[config.mk]
export PLATFORM = sky130hd
export DESIGN_NAME = dmem_arbiter
export DESIGN_NICKNAME = d
export VERILOG_FILES = /design/src/rtl/dmem_arbiter.sv
export SDC_FILE = /design/constraint.sdc
export NUM_CORES = 1
export LEC_CHECK = 0
export ABC_CLOCK_PERIOD_IN_PS = 2200
export CAP_MARGIN = 10
export CORE_MARGIN = 2
export CORE_UTILIZATION = 44
export CTS_CLUSTER_SIZE = 14
export DETAILED_ROUTE_END_ITERATION = 8
export PLACE_DENSITY = 0.91
export SYNTH_ARGS = -nofsm -noshare
export SYNTH_HDL_FRONTEND = slang
export SYNTH_SLANG_ARGS = --single-unit
export TNS_END_PERCENT = 20
[constraint.sdc]
create_clock -name Clk -period 2.2 [get_ports Clk]
set_input_delay 0.55 -clock Clk [delete_from_list [all_inputs] [get_ports Clk]]
set_output_delay 0.55 -clock Clk [all_outputs]
set_load 0.02 [all_outputs]
[src/rtl/dmem_arbiter.sv]
// Two-requester (CPU / host loader) arbiter for the single synchronous data-memory port.
// Build macro DMEM_ARB_FIXED_PRIO_EN: ties go to the CPU instead of round-robin.
module dmem_arbiter #(
  parameter int ADDR_W    = 8,
  parameter int DATA_W    = 16,
  parameter int MAX_BURST = 4
) (
  input  logic              Clk,
  input  logic              Reset,
  input  logic              cpu_req,
  input  logic              cpu_wr,
  input  logic [ADDR_W-1:0] cpu_addr,
  input  logic [DATA_W-1:0] cpu_wdata,
  output logic              cpu_ack,
  output logic [DATA_W-1:0] cpu_rdata,
  input  logic              host_req,
  input  logic              host_wr,
  input  logic [ADDR_W-1:0] host_addr,
  input  logic [DATA_W-1:0] host_wdata,
  input  logic              host_lock,
  output logic              host_ack,
  output logic [DATA_W-1:0] host_rdata,
  output logic [ADDR_W-1:0] D_Addr,
  output logic              D_Wr,
  output logic [DATA_W-1:0] D_WData,
  input  logic [DATA_W-1:0] D_RData,
  output logic              owner,
  output logic              busy,
  output logic [1:0]        dbg_state
);

  // Handshake: a requester raises req with wr/addr/wdata and holds them until its ack.
  // Requests are sampled only in IDLE; ack is a one-cycle pulse in RESP with rdata valid alongside.
  typedef enum logic [1:0] {
    ST_IDLE   = 2'd0,
    ST_ACCESS = 2'd1,
    ST_RESP   = 2'd2
  } state_e;

  localparam int BW = $clog2(MAX_BURST + 1);

  state_e            state_q, state_d;
  logic              owner_q, owner_d;
  logic              last_host_q, last_host_d;
  logic [BW-1:0]     burst_q, burst_d;
  logic              wr_q, wr_d;
  logic              dwr_q, dwr_d;
  logic [ADDR_W-1:0] daddr_q, daddr_d;
  logic [DATA_W-1:0] dwdata_q, dwdata_d;
  logic              cpu_ack_q, cpu_ack_d;
  logic              host_ack_q, host_ack_d;
  logic [DATA_W-1:0] cpu_rdata_q, cpu_rdata_d;
  logic [DATA_W-1:0] host_rdata_q, host_rdata_d;

  logic burst_full;
  logic grant_host;

  assign burst_full = (burst_q >= BW'(MAX_BURST));

  always_comb begin
    grant_host = 1'b0;
    if (!(cpu_req && host_req)) begin
      grant_host = host_req;
    end else if (host_lock && !burst_full) begin
      grant_host = 1'b1;
    end else if (burst_full) begin
      grant_host = 1'b0;
    end else begin
`ifdef DMEM_ARB_FIXED_PRIO_EN
      grant_host = 1'b0;
`else
      grant_host = !last_host_q;
`endif
    end
  end

  always_comb begin
    state_d      = state_q;
    owner_d      = owner_q;
    last_host_d  = last_host_q;
    burst_d      = burst_q;
    wr_d         = wr_q;
    dwr_d        = 1'b0;
    daddr_d      = daddr_q;
    dwdata_d     = dwdata_q;
    cpu_ack_d    = 1'b0;
    host_ack_d   = 1'b0;
    cpu_rdata_d  = cpu_rdata_q;
    host_rdata_d = host_rdata_q;
    case (state_q)
      ST_IDLE: begin
        if (!host_lock) begin
          burst_d = '0;
        end
        if (cpu_req || host_req) begin
          state_d     = ST_ACCESS;
          owner_d     = grant_host;
          last_host_d = grant_host;
          wr_d        = grant_host ? host_wr    : cpu_wr;
          dwr_d       = grant_host ? host_wr    : cpu_wr;
          daddr_d     = grant_host ? host_addr  : cpu_addr;
          dwdata_d    = grant_host ? host_wdata : cpu_wdata;
          // Only locked host grants that make the CPU wait count toward the burst limit.
          if (!grant_host) begin
            burst_d = '0;
          end else if (host_lock && cpu_req && !burst_full) begin
            burst_d = burst_q + BW'(1);
          end
        end
      end
      ST_ACCESS: begin
        state_d    = ST_RESP;
        cpu_ack_d  = !owner_q;
        host_ack_d = owner_q;
      end
      ST_RESP: begin
        state_d = ST_IDLE;
        if (!wr_q) begin
          if (owner_q) host_rdata_d = D_RData;
          else         cpu_rdata_d  = D_RData;
        end
      end
      default: state_d = ST_IDLE;
    endcase
  end

  always_ff @(posedge Clk or negedge Reset) begin
    if (!Reset) begin
      state_q      <= ST_IDLE;
      owner_q      <= 1'b0;
      last_host_q  <= 1'b1;
      burst_q      <= '0;
      wr_q         <= 1'b0;
      dwr_q        <= 1'b0;
      daddr_q      <= '0;
      dwdata_q     <= '0;
      cpu_ack_q    <= 1'b0;
      host_ack_q   <= 1'b0;
      cpu_rdata_q  <= '0;
      host_rdata_q <= '0;
    end else begin
      state_q      <= state_d;
      owner_q      <= owner_d;
      last_host_q  <= last_host_d;
      burst_q      <= burst_d;
      wr_q         <= wr_d;
      dwr_q        <= dwr_d;
      daddr_q      <= daddr_d;
      dwdata_q     <= dwdata_d;
      cpu_ack_q    <= cpu_ack_d;
      host_ack_q   <= host_ack_d;
      cpu_rdata_q  <= cpu_rdata_d;
      host_rdata_q <= host_rdata_d;
    end
  end

  // The memory returns read data during RESP, so the winner sees it alongside its ack.
  assign cpu_rdata  = (state_q == ST_RESP && !owner_q && !wr_q) ? D_RData : cpu_rdata_q;
  assign host_rdata = (state_q == ST_RESP &&  owner_q && !wr_q) ? D_RData : host_rdata_q;

  assign cpu_ack   = cpu_ack_q;
  assign host_ack  = host_ack_q;
  assign D_Addr    = daddr_q;
  assign D_Wr      = dwr_q;
  assign D_WData   = dwdata_q;
  assign owner     = owner_q;
  assign busy      = (state_q != ST_IDLE);
  assign dbg_state = state_q;

endmodule

Word-level counts from Yosys, hierarchy flattened:

Cells that the tools add are included.

* register bits: 67
* input bits: 71
* output and inout port bits: 63
* logic and storage cells: 55

* add/subtract/negate cells: 1
* $lt $le $gt $ge: 1
* equal/unequal tests: 3
* mux-type cells: 18
* bitwise logic cells: 2
* reductions and logical operators: 18

Operator list (count)
* $mux W16: 3
* $mux W3: 4
* $logic_and A1 B1 Y1: 8
* $mux W1: 8
* $mux W8: 1
* $reduce_and A3 Y1: 2
* $logic_not A1 Y1: 4
* $pmux W2 S2: 1
* $add A3 B1 Y3 const B: 1
* $ge A3 B3 Y1 const B: 1
* $eq A2 B1 Y1 const B: 1
* $eq A2 B2 Y1 const B: 1
* $logic_not A2 Y1: 1
* $mux W2: 1
* $ne A2 B2 Y1 const B: 1
* $not A1 Y1: 2
* $reduce_and A2 Y1: 1
* $reduce_bool A2 Y1: 1
* $logic_or A1 B1 Y1: 1

Logic depth before layout (Yosys ltp):

* depth after elaboration: 8
* mapped depth: 6
* gate-level depth less buffers: 5

Worst setup path after synthesis:

OpenSTA, ideal clock, no wires.

* path kind: reg-to-output
* start point: register owner_q (netlist: owner)
* end point: output cpu_rdata[0]
* data arrival time: 1.548 ns
* data required time: 1.650 ns
* path slack: 0.102 ns
* cell stages (with the launch flop): 4
* buffers on the path: 1
* cell sequence: dfrtp_1 > nor4b_4 > buf_6 > mux2_1

* cells in the longest elaborated chain, start to end: 4

RTL lines
* from (decl): line 43 `logic owner_q, owner_d;`
* from (signal assigned): line 143 `owner_q <= owner_d;`
* $logic_not A1 Y1: line 158 `assign cpu_rdata = (state_q == ST_RESP && !owner_q && !wr_q) ? D_RData : cpu_rdata_q;`
* $logic_and A1 B1 Y1 (2 in a row): line 158
* $mux W16: line 158
* to (decl): line 15 `output logic [DATA_W-1:0] cpu_rdata,`

Every way passes these cells.

Worst setup path after layout:

* start point: register owner_q (netlist: owner)
* end point: output cpu_rdata[1]

Same word-level chain as after synthesis.

==> impl_metrics.json <==
{
  "grt_usage": 0.240,
  "insertedDiodeCount": 0,
  "period_share": 1.08,
  "hold_path.class": "input port to asynchronous set/reset pin",
  "switchingPower_mw": 2.88,
  "cts_tree": "built",
  "die_h_um": 91.1,
  "dr.first_iter.drc_count": 55,
  "p_leak_nw": 2.39,
  "synth_area_um2": 3340,
  "violations": "negative setup slack",
  "synth.area.mux_share": 0.253,
  "path_clk_slew_ns": 0.08,
  "finalHoldViolCount": 0,
  "postRouteAntennaNets": 0,
  "antenna_found_initial": 0,
  "nets": 523,
  "cap_violations": 0,
  "clockPowerShare": 0.149,
  "min_period_ns": 2.37,
  "yosysSeqAreaShare": 0.502,
  "vdd_drop_max_mv": 0.656,
  "r2r_setup_slack_ns": 0.44,
  "drt_pre_antenna_iters": 4,
  "cts_hold_buf": 0,
  "wire_per_inst_um": 16.9,
  "powerDensity_nw_per_um2": 1450,
  "dp_slack_ns": -0.222,
  "internal_power_mw": 4.88,
  "start_util": 0.458,
  "die_w_um": 91.1,
  "swShare": 0.371,
  "start_kind": "flop",
  "syn2layout_area_growth_pct": 59.9,
  "yosysWarnings": 0,
  "crit_path_end_kind": "output port",
  "max_freq_mhz": 422,
  "synth_top_family_by_area": "multiplexers",
  "ctsRootBufferMaster": "clkbuf_8",
  "worstMarginPinSlew_ns": 0.489,
  "synthAdderAreaFrac": 0.00749,
  "synth_xor_area_frac": 0,
  "syn_inst": 281,
  "placed_cell_area_um2": 4910,
  "grt_pass1_vias": 3015,
  "critical_path_class": "flop to output port",
  "synth_compound_area_frac": 0.0970,
  "maxSlewViolCount": 0,
  "grt_max_degree": 68,
  "vias": 2819,
  "critPathMaxFanout": 7,
  "gp_congestion": 0.830,
  "relSlewSlack": 0.674,
  "pwr-share-comb": 0.568,
  "wirelength_um": 9390,
  "cts-buffers-inserted": 9,
  "syn-num-nets": 354,
  "grt_pass1_wl_um": 15700,
  "cts_buffer_depth": 2,
  "worst_slack_ns": -0.172,
  "die_area_um2": 8300,
  "htreeDepth": 3,
  "io_buffer_count": 133,
  "core_um2": 7290,
  "drc": 0,
  "post-dp-hpwl_um": 6090,
  "setup_violations": 32,
  "rows": 31,
  "clock-sinks": 67,
  "synth-simple-area-share": 0.0914,
  "ioPinCount": 134,
  "p_seq_frac": 0.283,
  "overflow": 0,
  "cp_data_required_time_ns": 1.65,
  "fin_area_um2": 5340,
  "outcome": "finished with violations",
  "worst_skew_pair.late_latency_ns": 0.33,
  "syn_area_per_cell_um2": 11.9,
  "synth_seq_cells": 67,
  "vias_per_cell": 5.09,
  "ys_types": 29,
  "drive_above_1_share": 0.358,
  "skew_ns": 0.0104,
  "rsz0062_at_grt": "true",
  "arrival_ns": 1.82
}
==> critical path: stages (launching register included) <==
cell,delay (ns)
dfrtp_1,0.42
nor4b_4,0.30
buf_4,0.18
buf_12,0.14
mux2_4,0.32
buf_6,0.13
==> flip-flops by register name (all words and copies together) (netlist names) <==
name,count
D_Addr,8
D_WData,16
D_Wr,1
burst_q,3
cpu_ack,1
cpu_rdata_q,16
dbg_state,2
host_ack,1
host_rdata_q,16
last_host_q,1
owner,1
wr_q,1
==> cell usage after synthesis <==
cell type  number  area share
a22o_1          1      0.0026
a31oi_1         2      0.0037
nor4b_4         1      0.0071
o21ai_0         4      0.0060
nand3b_1        1      0.0022
mux2_4         30        0.13
ha_1            2      0.0075
and4bb_1        1      0.0037
mux2_2         33        0.11
nor3_1          1      0.0015
dfrtp_1        66        0.49
inv_1           5      0.0056
nor2_2          1      0.0019
a21boi_2        1      0.0034
buf_6           8       0.027
and4_1          1      0.0026
inv_2           1      0.0011
o21ai_4         1      0.0049
mux2_1          2      0.0067
nand2_2         2      0.0037
nor2b_1         2      0.0037
and2_1          2      0.0037
nand4b_1        1      0.0026
buf_8           1      0.0045
a21oi_1        51       0.076
nand2_1        27       0.030
nor2_1         25       0.028
dfstp_2         1      0.0079
buf_2           7       0.010
==> path summary, 6_finish.rpt <==
check                                         to  cells after the start   startpoint
worst max-delay path                cpu_rdata[1]                      5        owner
worst min-delay path            host_rdata_q[14]                      2        Reset
worst max register to register    cpu_rdata_q[1]                      6        owner
worst min register to register       last_host_q                      2  last_host_q
max in group asynchronous            last_host_q                      2        Reset
min in group Clk                     last_host_q                      2  last_host_q
==> layer usage <==
metal | routed length, um | GRT usage | vias up
li1 | - | - | 1319
met1 | 3920 | 0.294 | 1379
met2 | 4630 | 0.415 | 108
met3 | 679 | 0.0680 | 13
met4 | 149 | 0.0682 | 0
met5 | 0 | 0 | -
==> layout by cell type (no fill, tap or decap), drive strengths merged, types with 5 or more instances in the layout <==
cell and n:
inv 7, nor2 26, mux2 65, clkdlybuf4s50 99, buf 74, clkbuf 11, dfrtp 66, nand2 29
a21oi 51, o21ai 5
==> per-stage QoR <==
stage               utilization  cells  total power, mW  hold slack [ns]  setup TNS [ns]
detailed placement        0.673    523             6.31            0.487           -6.35
floorplan                     -    281             4.50            0.254               0
CTS                       0.738    556             7.78            0.239           -5.76
finish                    0.732    554             7.75            0.222           -4.38
global route              0.732    554             8.19            0.245           -7.19
global placement          0.673    523             6.16            0.474           -5.78
==> power groups by stage <==
stage | registers [mW] | logic (mW) | clock network, mW
final | 2.20 | 4.40 | 1.15
after floorplan | 2.46 | 2.04 | 0
after global placement | 2.15 | 4.01 | 0
after CTS | 2.18 | 4.43 | 1.18
after global routing | 2.27 | 4.67 | 1.25
after detailed placement | 2.19 | 4.12 | 0
==> cell type report <==
type / instances / area, um2
fillers: 496 / 1950
multi-input cells: 192 / 1560
inverters: 6 / 22.5
repair buffers: 174 / 1730
well taps: 99 / 124
flip-flops and latches: 67 / 1680
clock inverters: 5 / 85.1
clock buffers: 11 / 141
==> logic make-up after synthesis <==
family          count (synthesis)
simple gates                   65
buf+inv                        22
flops                          67
compound gates                 60
mux                            65
fa+ha+maj                       2
==> repair_timing <==
action	4_1_cts	5_1_grt
resized for setup	200	2
endpoints found under the setup margin	33	32
cloned	2	0
setup buffers	15	0
pin swaps	2	1
Note: power is estimated with default switching activity, not from simulation.
